## config.mk

```make
export PLATFORM = sky130hd
export DESIGN_NAME = csa_pipe
export DESIGN_NICKNAME = d
export VERILOG_FILES = /design/src/rtl/csa_pkg.sv /design/src/rtl/csa_block.sv /design/src/rtl/csa_pipe.sv
export SDC_FILE = /design/constraint.sdc
export NUM_CORES = 1
export LEC_CHECK = 0
export ABC_AREA = 1
export ABC_CLOCK_PERIOD_IN_PS = 5840
export CAP_MARGIN = 20
export CORE_MARGIN = 2
export CORE_UTILIZATION = 45
export CTS_CLUSTER_DIAMETER = 80
export DETAILED_ROUTE_END_ITERATION = 10
export GPL_TIMING_DRIVEN = 0
export HOLD_SLACK_MARGIN = 0.15
export PLACE_DENSITY = 0.65
export SLEW_MARGIN = 15
export SYNTH_ARGS = -nofsm -noshare
export SYNTH_HDL_FRONTEND = slang
export SYNTH_SLANG_ARGS = --single-unit
```

## constraint.sdc

```tcl
create_clock -name clk -period 5.84 [get_ports clk]
set_input_delay 0.876 -clock clk [delete_from_list [all_inputs] [get_ports clk]]
set_output_delay 0.876 -clock clk [all_outputs]
set_load 0.005 [all_outputs]
```

## src/rtl/csa_pkg.sv

```systemverilog
// Shared defaults and helpers for the pipelined carry-select adder.
package csa_pkg;

    localparam int DEFAULT_WIDTH = 16;
    localparam int DEFAULT_BLK   = 4;

    // Number of carry-select blocks, which is also the pipeline depth.
    function automatic int calc_nblk(input int width, input int blk);
        return width / blk;
    endfunction

endpackage

```

## src/rtl/csa_block.sv

```systemverilog
// One carry-select block: two BLK-bit ripple adders (carry-in 0 and 1) and
// the mux that picks between them once the real carry is known.
module csa_block
    import csa_pkg::*;
#(
    parameter int BLK = DEFAULT_BLK
) (
    input  logic [BLK-1:0] a,
    input  logic [BLK-1:0] b,
    input  logic           sel,
    output logic [BLK-1:0] sum,
    output logic           cout
);

    logic [BLK-1:0] sum0;
    logic [BLK-1:0] sum1;
    logic           cout0;
    logic           cout1;

    always_comb begin
        logic c0;
        logic c1;
        c0   = 1'b0;
        c1   = 1'b1;
        sum0 = '0;
        sum1 = '0;
        for (int i = 0; i < BLK; i++) begin
            sum0[i] = a[i] ^ b[i] ^ c0;
            sum1[i] = a[i] ^ b[i] ^ c1;
            c0      = (a[i] & b[i]) | (c0 & (a[i] ^ b[i]));
            c1      = (a[i] & b[i]) | (c1 & (a[i] ^ b[i]));
        end
        cout0 = c0;
        cout1 = c1;
    end

    assign sum  = sel ? sum1 : sum0;
    assign cout = sel ? cout1 : cout0;

endmodule

```

## src/rtl/csa_pipe.sv

```systemverilog
// Pipelined adder/subtractor: stage k resolves result bits [k*BLK +: BLK],
// so the depth and latency both equal WIDTH/BLK.
module csa_pipe
    import csa_pkg::*;
#(
    parameter int WIDTH = DEFAULT_WIDTH,
    parameter int BLK   = DEFAULT_BLK
) (
    input  logic             clk,
    input  logic             rst_n,
    input  logic             in_valid,
    output logic             in_ready,
    input  logic [WIDTH-1:0] a,
    input  logic [WIDTH-1:0] b,
    input  logic             cin,
    input  logic             sub,
    output logic             out_valid,
    input  logic             out_ready,
    output logic [WIDTH-1:0] sum,
    output logic             cout,
    output logic             ovf
);

    localparam int NBLK = calc_nblk(WIDTH, BLK);

    logic             en;
    logic [WIDTH-1:0] b_eff;
    logic             cin_eff;

    // Subtraction is a + ~b + 1, so the forced carry-in replaces cin.
    always_comb begin
        b_eff   = sub ? ~b : b;
        cin_eff = sub | cin;
    end

    assign en       = !out_valid || out_ready;
    assign in_ready = en;

    for (genvar k = 0; k < NBLK; k++) begin : g_stage
        localparam int REM  = WIDTH - k * BLK;
        localparam int DONE = (k + 1) * BLK;

        logic [REM-1:0]  src_a;
        logic [REM-1:0]  src_b;
        logic            sel;
        logic            valid_d;
        logic            valid_q;
        logic            carry_d;
        logic            carry_q;
        logic            blk_cout;
        logic [BLK-1:0]  blk_sum;
        logic [DONE-1:0] sum_d;
        logic [DONE-1:0] sum_q;

        if (k == 0) begin : g_head
            always_comb begin
                src_a   = a;
                src_b   = b_eff;
                sel     = cin_eff;
                valid_d = in_valid;
            end
            always_comb sum_d = blk_sum;
        end else begin : g_body
            always_comb begin
                src_a   = g_stage[k-1].g_fwd.a_q;
                src_b   = g_stage[k-1].g_fwd.b_q;
                sel     = g_stage[k-1].carry_q;
                valid_d = g_stage[k-1].valid_q;
            end
            always_comb sum_d = {blk_sum, g_stage[k-1].sum_q};
        end

        csa_block #(.BLK(BLK)) u_blk (
            .a    (src_a[BLK-1:0]),
            .b    (src_b[BLK-1:0]),
            .sel  (sel),
            .sum  (blk_sum),
            .cout (blk_cout)
        );

        always_comb carry_d = blk_cout;

        always_ff @(posedge clk or negedge rst_n) begin
            if (!rst_n) begin
                valid_q <= 1'b0;
                carry_q <= 1'b0;
                sum_q   <= '0;
            end else if (en) begin
                valid_q <= valid_d;
                carry_q <= carry_d;
                sum_q   <= sum_d;
            end
        end

        // Only the not-yet-added operand bits travel on to later stages.
        if (k < NBLK - 1) begin : g_fwd
            logic [REM-BLK-1:0] a_d;
            logic [REM-BLK-1:0] b_d;
            logic [REM-BLK-1:0] a_q;
            logic [REM-BLK-1:0] b_q;

            always_comb begin
                a_d = src_a[REM-1:BLK];
                b_d = src_b[REM-1:BLK];
            end

            always_ff @(posedge clk or negedge rst_n) begin
                if (!rst_n) begin
                    a_q <= '0;
                    b_q <= '0;
                end else if (en) begin
                    a_q <= a_d;
                    b_q <= b_d;
                end
            end
        end else begin : g_tail
            logic ovf_d;
            logic ovf_q;

            always_comb ovf_d = (src_a[BLK-1] == src_b[BLK-1]) &&
                                (blk_sum[BLK-1] != src_a[BLK-1]);

            always_ff @(posedge clk or negedge rst_n) begin
                if (!rst_n) begin
                    ovf_q <= 1'b0;
                end else if (en) begin
                    ovf_q <= ovf_d;
                end
            end
        end
    end

    assign out_valid = g_stage[NBLK-1].valid_q;
    assign sum       = g_stage[NBLK-1].sum_q;
    assign cout      = g_stage[NBLK-1].carry_q;
    assign ovf       = g_stage[NBLK-1].g_tail.ovf_q;

endmodule

```

**Word level (Yosys, flattened, before mapping)**

Index checks and enable logic that the tools add are counted.

- Add/sub/neg operators: 0
- Div/mod/pow operators: 0
- Multiplexer cells: 9
- Multiply operators: 0
- Magnitude comparators: 0
- Bitwise gates (word level): 114
- Equality and inequality tests: 2
- Shift operators: 0
- Reductions and logical operators: 3

Operators by type and width:

| operator | number |
|---|---|
| bitwise AND 1 bit | 40 |
| bitwise XOR 1 bit | 40 |
| OR 1 bit | 29 |
| 2-to-1 mux 16 bit | 1 |
| 2-to-1 mux 4 bit | 4 |
| inverter 16 bit | 1 |
| 2-to-1 mux 1 bit | 4 |
| inverter 1 bit | 4 |
| equality test 1 bit | 1 |
| logical AND 1 bit | 1 |
| zero test 1 bit | 1 |
| logical OR 1 bit | 1 |
| inequality test 1 bit | 1 |

- Memory bits (writable): 0
- Memories kept: 0
- Bits of input ports: 38
- Word-level logic and storage cells: 147
- Output and inout port bits: 20
- Latch bits: 0
- Memory bits (read-only): 0
- Register bits: 97

**Longest topological paths before layout**

- Depth after elaboration: 11
- Depth in mapped cells: 14
- Mapped depth without buffers: 12

**Cells and area by module**

Synthesis repeated with hierarchy kept, for this count alone.

- Cell total of the unflattened synthesis: 513
- Area total of the unflattened synthesis: 4414.2 um^2

By module, submodules not included:

| module | sequential area each (um^2) | cells an instance | area each (um^2) | times used |
|---|---|---|---|---|
| csa_pipe | 2427.3 | 421 | 3798.6 | 1 |
| csa_block | 0.0 | 23 | 153.9 | 4 |

**Worst setup path before layout**

OpenSTA, ideal clock, no wires.

- Path type: input -> register
- From: input port sub
- To: register g_stage[0].sum_q[3]
- Setup slack: 2.837 ns
- Cell stages on the path: 14
- Arrival time: 2.873 ns
- Required time: 5.710 ns
- Path through: buf_2 > buf_2 > xnor2_1 > inv_1 > ha_1 > nand2_1 > o21ai_0 > fa_1 > inv_1 > fa_1 > inv_1 > fa_1 > nand2_1 > o21ai_0

- Longest elaborated chain between the ends: 9
- Elaborated cells on any way between the ends: 21
- Those cells by class: mux (2); bitwise (19)

RTL lines:

| element | line | text |
|---|---|---|
| start: declaration | csa_pipe.sv:16 | `input logic sub,` |
| 2-to-1 mux 16 bit | csa_pipe.sv:32 | `b_eff = sub ? ~b : b;` |
| bitwise AND 1 bit / bitwise XOR 1 bit (equally long branches) | csa_block.sv:30, csa_block.sv:31 |  |
| OR 1 bit | csa_block.sv:31 | `c1 = (a[i] & b[i]) \| (c1 & (a[i] ^ b[i]));` |
| bitwise AND 1 bit | csa_block.sv:31 |  |
| OR 1 bit | csa_block.sv:31 |  |
| bitwise AND 1 bit | csa_block.sv:31 |  |
| OR 1 bit | csa_block.sv:31 |  |
| bitwise XOR 1 bit | csa_block.sv:29 | `sum1[i] = a[i] ^ b[i] ^ c1;` |
| 2-to-1 mux 4 bit (*) | csa_block.sv:37 | `assign sum = sel ? sum1 : sum0;` |
| named net g_stage[0].blk_sum[3] | csa_pipe.sv:51 | `logic [BLK-1:0] blk_sum;` |
| end signal: assignment | csa_pipe.sv:91 | `sum_q <= sum_d;` |
| end: declaration | csa_pipe.sv:53 | `logic [DONE-1:0] sum_q;` |

The timed path passes the listed nets; every way through them passes the cells marked *.
A chain may end at the register's enable or synchronous reset.

**Worst setup path after layout**

- From: input port out_ready
- To: output port in_ready

- Longest elaborated chain between the ends: 1

RTL lines:

| element | line | text |
|---|---|---|
| start: declaration | csa_pipe.sv:18 | `input logic out_ready,` |
| logical OR 1 bit | csa_pipe.sv:36 | `assign en = !out_valid \|\| out_ready;` |
| end: declaration | csa_pipe.sv:12 | `output logic in_ready,` |

No other way between the ends.

==> impl_metrics.ini <==
[logic_synthesis]
synth_flop_cell = sky130_fd_sc_hd__dfrtp_1
commonest_cells_in_the_netlist = sky130_fd_sc_hd__nand2_1, sky130_fd_sc_hd__dfrtp_1, sky130_fd_sc_hd__o21ai_0
synth_seq_area_share_pct = 56.28
synth_warnings = 0
synth_nets = 538
synthDominantCellAreaShare_pct = 56.28
post_synth_main_area_contributors = sky130_fd_sc_hd__dfrtp_1, sky130_fd_sc_hd__nand2_1, sky130_fd_sc_hd__fa_1
area_of_the_mapped_netlist_mm2 = 0.004313
yosys.cell_types.count = 17
ys_ff_latch = 97
postSynthCellCount = 479
synthArstFlopShare_pct = 100.0
synth_enable_flop_cells = 0
most_instantiated_library_cell_after_synthesis = sky130_fd_sc_hd__nand2_1
yosysTopAreaCell = sky130_fd_sc_hd__dfrtp_1
synth.avg_cell_area_um2 = 9.004

[clock_network]
worst_path_clk_slew_ns = 0.09
cts_num_sinks = 97
cts_tree = built
clk_latency_ns = 0.36
cts-root-buf = sky130_fd_sc_hd__clkbuf_8
numCtsBuffers = 9
post_cts_hold_buffers = 0
postCtsSetupBuffers = 0
cts_buffer_depth = 2
cts-resized-gates = 0
deepest_level_of_the_cts_h_tree = 3

[power]
power.static_leakage_nw = 2.637
peakVddDrop_uv = 174.7
power_per_cell_area_mw_per_mm2 = 469.6

[worst_setup_path]
cp_max_fo = 10
source_of_the_critical_timing_path = out_ready
crit_slowest_cell = sky130_fd_sc_hd__clkdlybuf4s50_1
crit_required_ns = 4.96
endpoint_type_of_the_worst_setup_path = output pin
crit_arrival_ns = 2.50
criticalPathCategory = input port to output pin
r2r_start = g_stage[2].g_fwd.a_q[0]$_DFFE_PN0P_
critical-path-top-delay-family = buffers and inverters
crit_path_start_kind = input port
path_buf_inv = 5
cp_cell_sequence = clkdlybuf4s50_1 > inv_1 > nand2_2 > buf_4 > buf_4 > clkdlybuf4s50_1
crit_path_max_incr_delay_ns = 0.53

[timing]
fmaxAchievable_mhz = 296.5
timing_worst_slew_pin_value_ns = 0.4878
final_total_negative_setup_slack_ns = 0
postLayoutSetupSlackWorst_ns = 2.467
report.final.setup_viol = 0
slew_violations = 0
timing.slew.headroom_pct = 67.48
skew_ns = 0.008368
min_period_over_period_pct = 57.76
final.min_clock_period_ns = 3.373
hold-worst-slack_ns = 0.4116
final_hold_viol_count = 0
grt_setup_unrepaired = no

[route]
route.final.wire_length_um = 8830
wire_per_inst_um = 12.97
drt_iter0_drc = 170
num_vias = 3147
drt-vias-per-instance = 4.621
route.antenna.remaining_nets = 0
drt_pre_antenna_iters = 4
detail_route.drc_violations = 0

[place]
dp.cells = 665
dp_hpwl_um = 6377
pre_cts_setup_slack_ns = 2.479
place.gp.congestion = 0.7609
port_buffers = 56

[floorplan]
pin_count = 58
floorplan_core_area_mm2 = 0.009284
die_x_extent_um = 101.9
floorplan.die_area_mm2 = 0.01038
rows = 35
initial_utilization_pct = 46.46
die_y_um = 101.9

[grt]
grt_pass1_wl_um = 15010
largest_net_degree_at_the_start_of_global_routing = 59
grt_residual_overflow = 0
grt_util_overall_pct = 18.81
antenna_found_initial = 0
vias_in_the_first_global_route = 3131

[finish]
fillers = 902
drive_above_1_share_pct = 8.514
num-nets-final = 606
antenna_cells = 0
area_growth_pct = 21.44
post-route-util_pct = 56.42
final_cell_count_no_fill = 681

[run_status]
outcome = completed

[hold_path]
hold_crit_class = input port to async pin

[flow_run]
maxCapViolCount = 0
[cells by family (layout without fill, tap and decap cells)]
| kind of cell | after synthesis | count (layout) | share of synthesized area (%) |
|---|---|---|---|
| compound gates | 47 | 47 | 5.454 |
| fa+ha+maj | 21 | 21 | 8.181 |
| simple gates | 244 | 244 | 22.63 |
| flops | 97 | 97 | 56.28 |
| xor+xnor | 5 | 5 | 1.016 |
| buf+inv | 65 | 138 | 6.440 |
[worst reg2reg max path, stage by stage, from the launching register on]
cell                      delay [ns]
sky130_fd_sc_hd__dfrtp_1        0.39
sky130_fd_sc_hd__ha_1           0.19
sky130_fd_sc_hd__o21ai_0        0.18
sky130_fd_sc_hd__fa_1           0.24
sky130_fd_sc_hd__inv_1          0.06
sky130_fd_sc_hd__fa_1           0.35
sky130_fd_sc_hd__inv_1          0.08
sky130_fd_sc_hd__fa_1           0.44
sky130_fd_sc_hd__xnor2_1        0.15
sky130_fd_sc_hd__nand2_1        0.06
sky130_fd_sc_hd__nand2_1        0.05
[power breakdown]
part	internal (mW)	total (mW)	switching, mW
logic	0.425	0.933	0.508
clock network	0.167	0.396	0.229
registers	0.969	1.13	0.162
total	1.56	2.46	0.899
[sequential cells by signal, summed over array words and instances (netlist names)]
name	flops
g_stage.g_fwd.a_q	24
g_stage.g_fwd.b_q	24
g_stage.sum_q	24
sum	16
g_stage.carry_q	3
g_stage.valid_q	3
cout	1
out_valid	1
ovf	1
[worst paths after layout]
path / endpoint / slack (ns) / depth (start not counted)
setup reg to reg: ovf$_DFFE_PN0P_ / 3.56 / 10
min in group clk: sum[11]$_DFFE_PN0P_ / 0.47 / 2
hold reg to reg: sum[11]$_DFFE_PN0P_ / 0.47 / 2
max in group asynchronous: g_stage[0].g_fwd.b_q[4]$_DFFE_PN0P_ / 4.83 / 2
setup / recovery: in_ready / 2.47 / 6
hold / removal: g_stage[1].g_fwd.a_q[6]$_DFFE_PN0P_ / 0.41 / 1
[per-layer routing]
layer  part of all wire (%)  GRT usage, %  vias up
li1                       -             -     1587
met1                     49         26.85     1481
met2                     45         29.40       63
met3                    3.1         2.394       16
met4                    2.3         7.795        0
met5                      0             0        -
[per-stage QoR]
stage	area, um^2	power [mW]
final	5238	2.459
after global routing	5238	2.684
after floorplan	4313	1.690
after detailed placement	5064	2.090
after global placement	5035	2.050
after CTS	5238	2.483
[layout by cell type, fill, tap and decap left out, types with 10 or more instances in the layout]
cell / n
sky130_fd_sc_hd__nand2_1: 212
sky130_fd_sc_hd__or2_2: 12
sky130_fd_sc_hd__nand3_1: 16
sky130_fd_sc_hd__inv_1: 42
sky130_fd_sc_hd__o21ai_0: 47
sky130_fd_sc_hd__buf_2: 12
sky130_fd_sc_hd__clkdlybuf4s50_1: 55
sky130_fd_sc_hd__clkbuf_8: 10
sky130_fd_sc_hd__dfrtp_1: 97
sky130_fd_sc_hd__fa_1: 12
[area by class of cell]
cell class | count | area (um^2) | share of cell area, %
clock inverters | 4 | 28.78 | 0.5495
clock buffers | 12 | 145.1 | 2.771
well taps | 129 | 161.4 | 3.082
repair buffers | 57 | 589.3 | 11.25
multi-input cells | 317 | 1608 | 30.70
flip-flops and latches | 97 | 2427 | 46.35
plain buffers | 23 | 120.1 | 2.293
inverters | 42 | 157.7 | 3.010
Note: power is estimated with default switching activity, not from simulation.
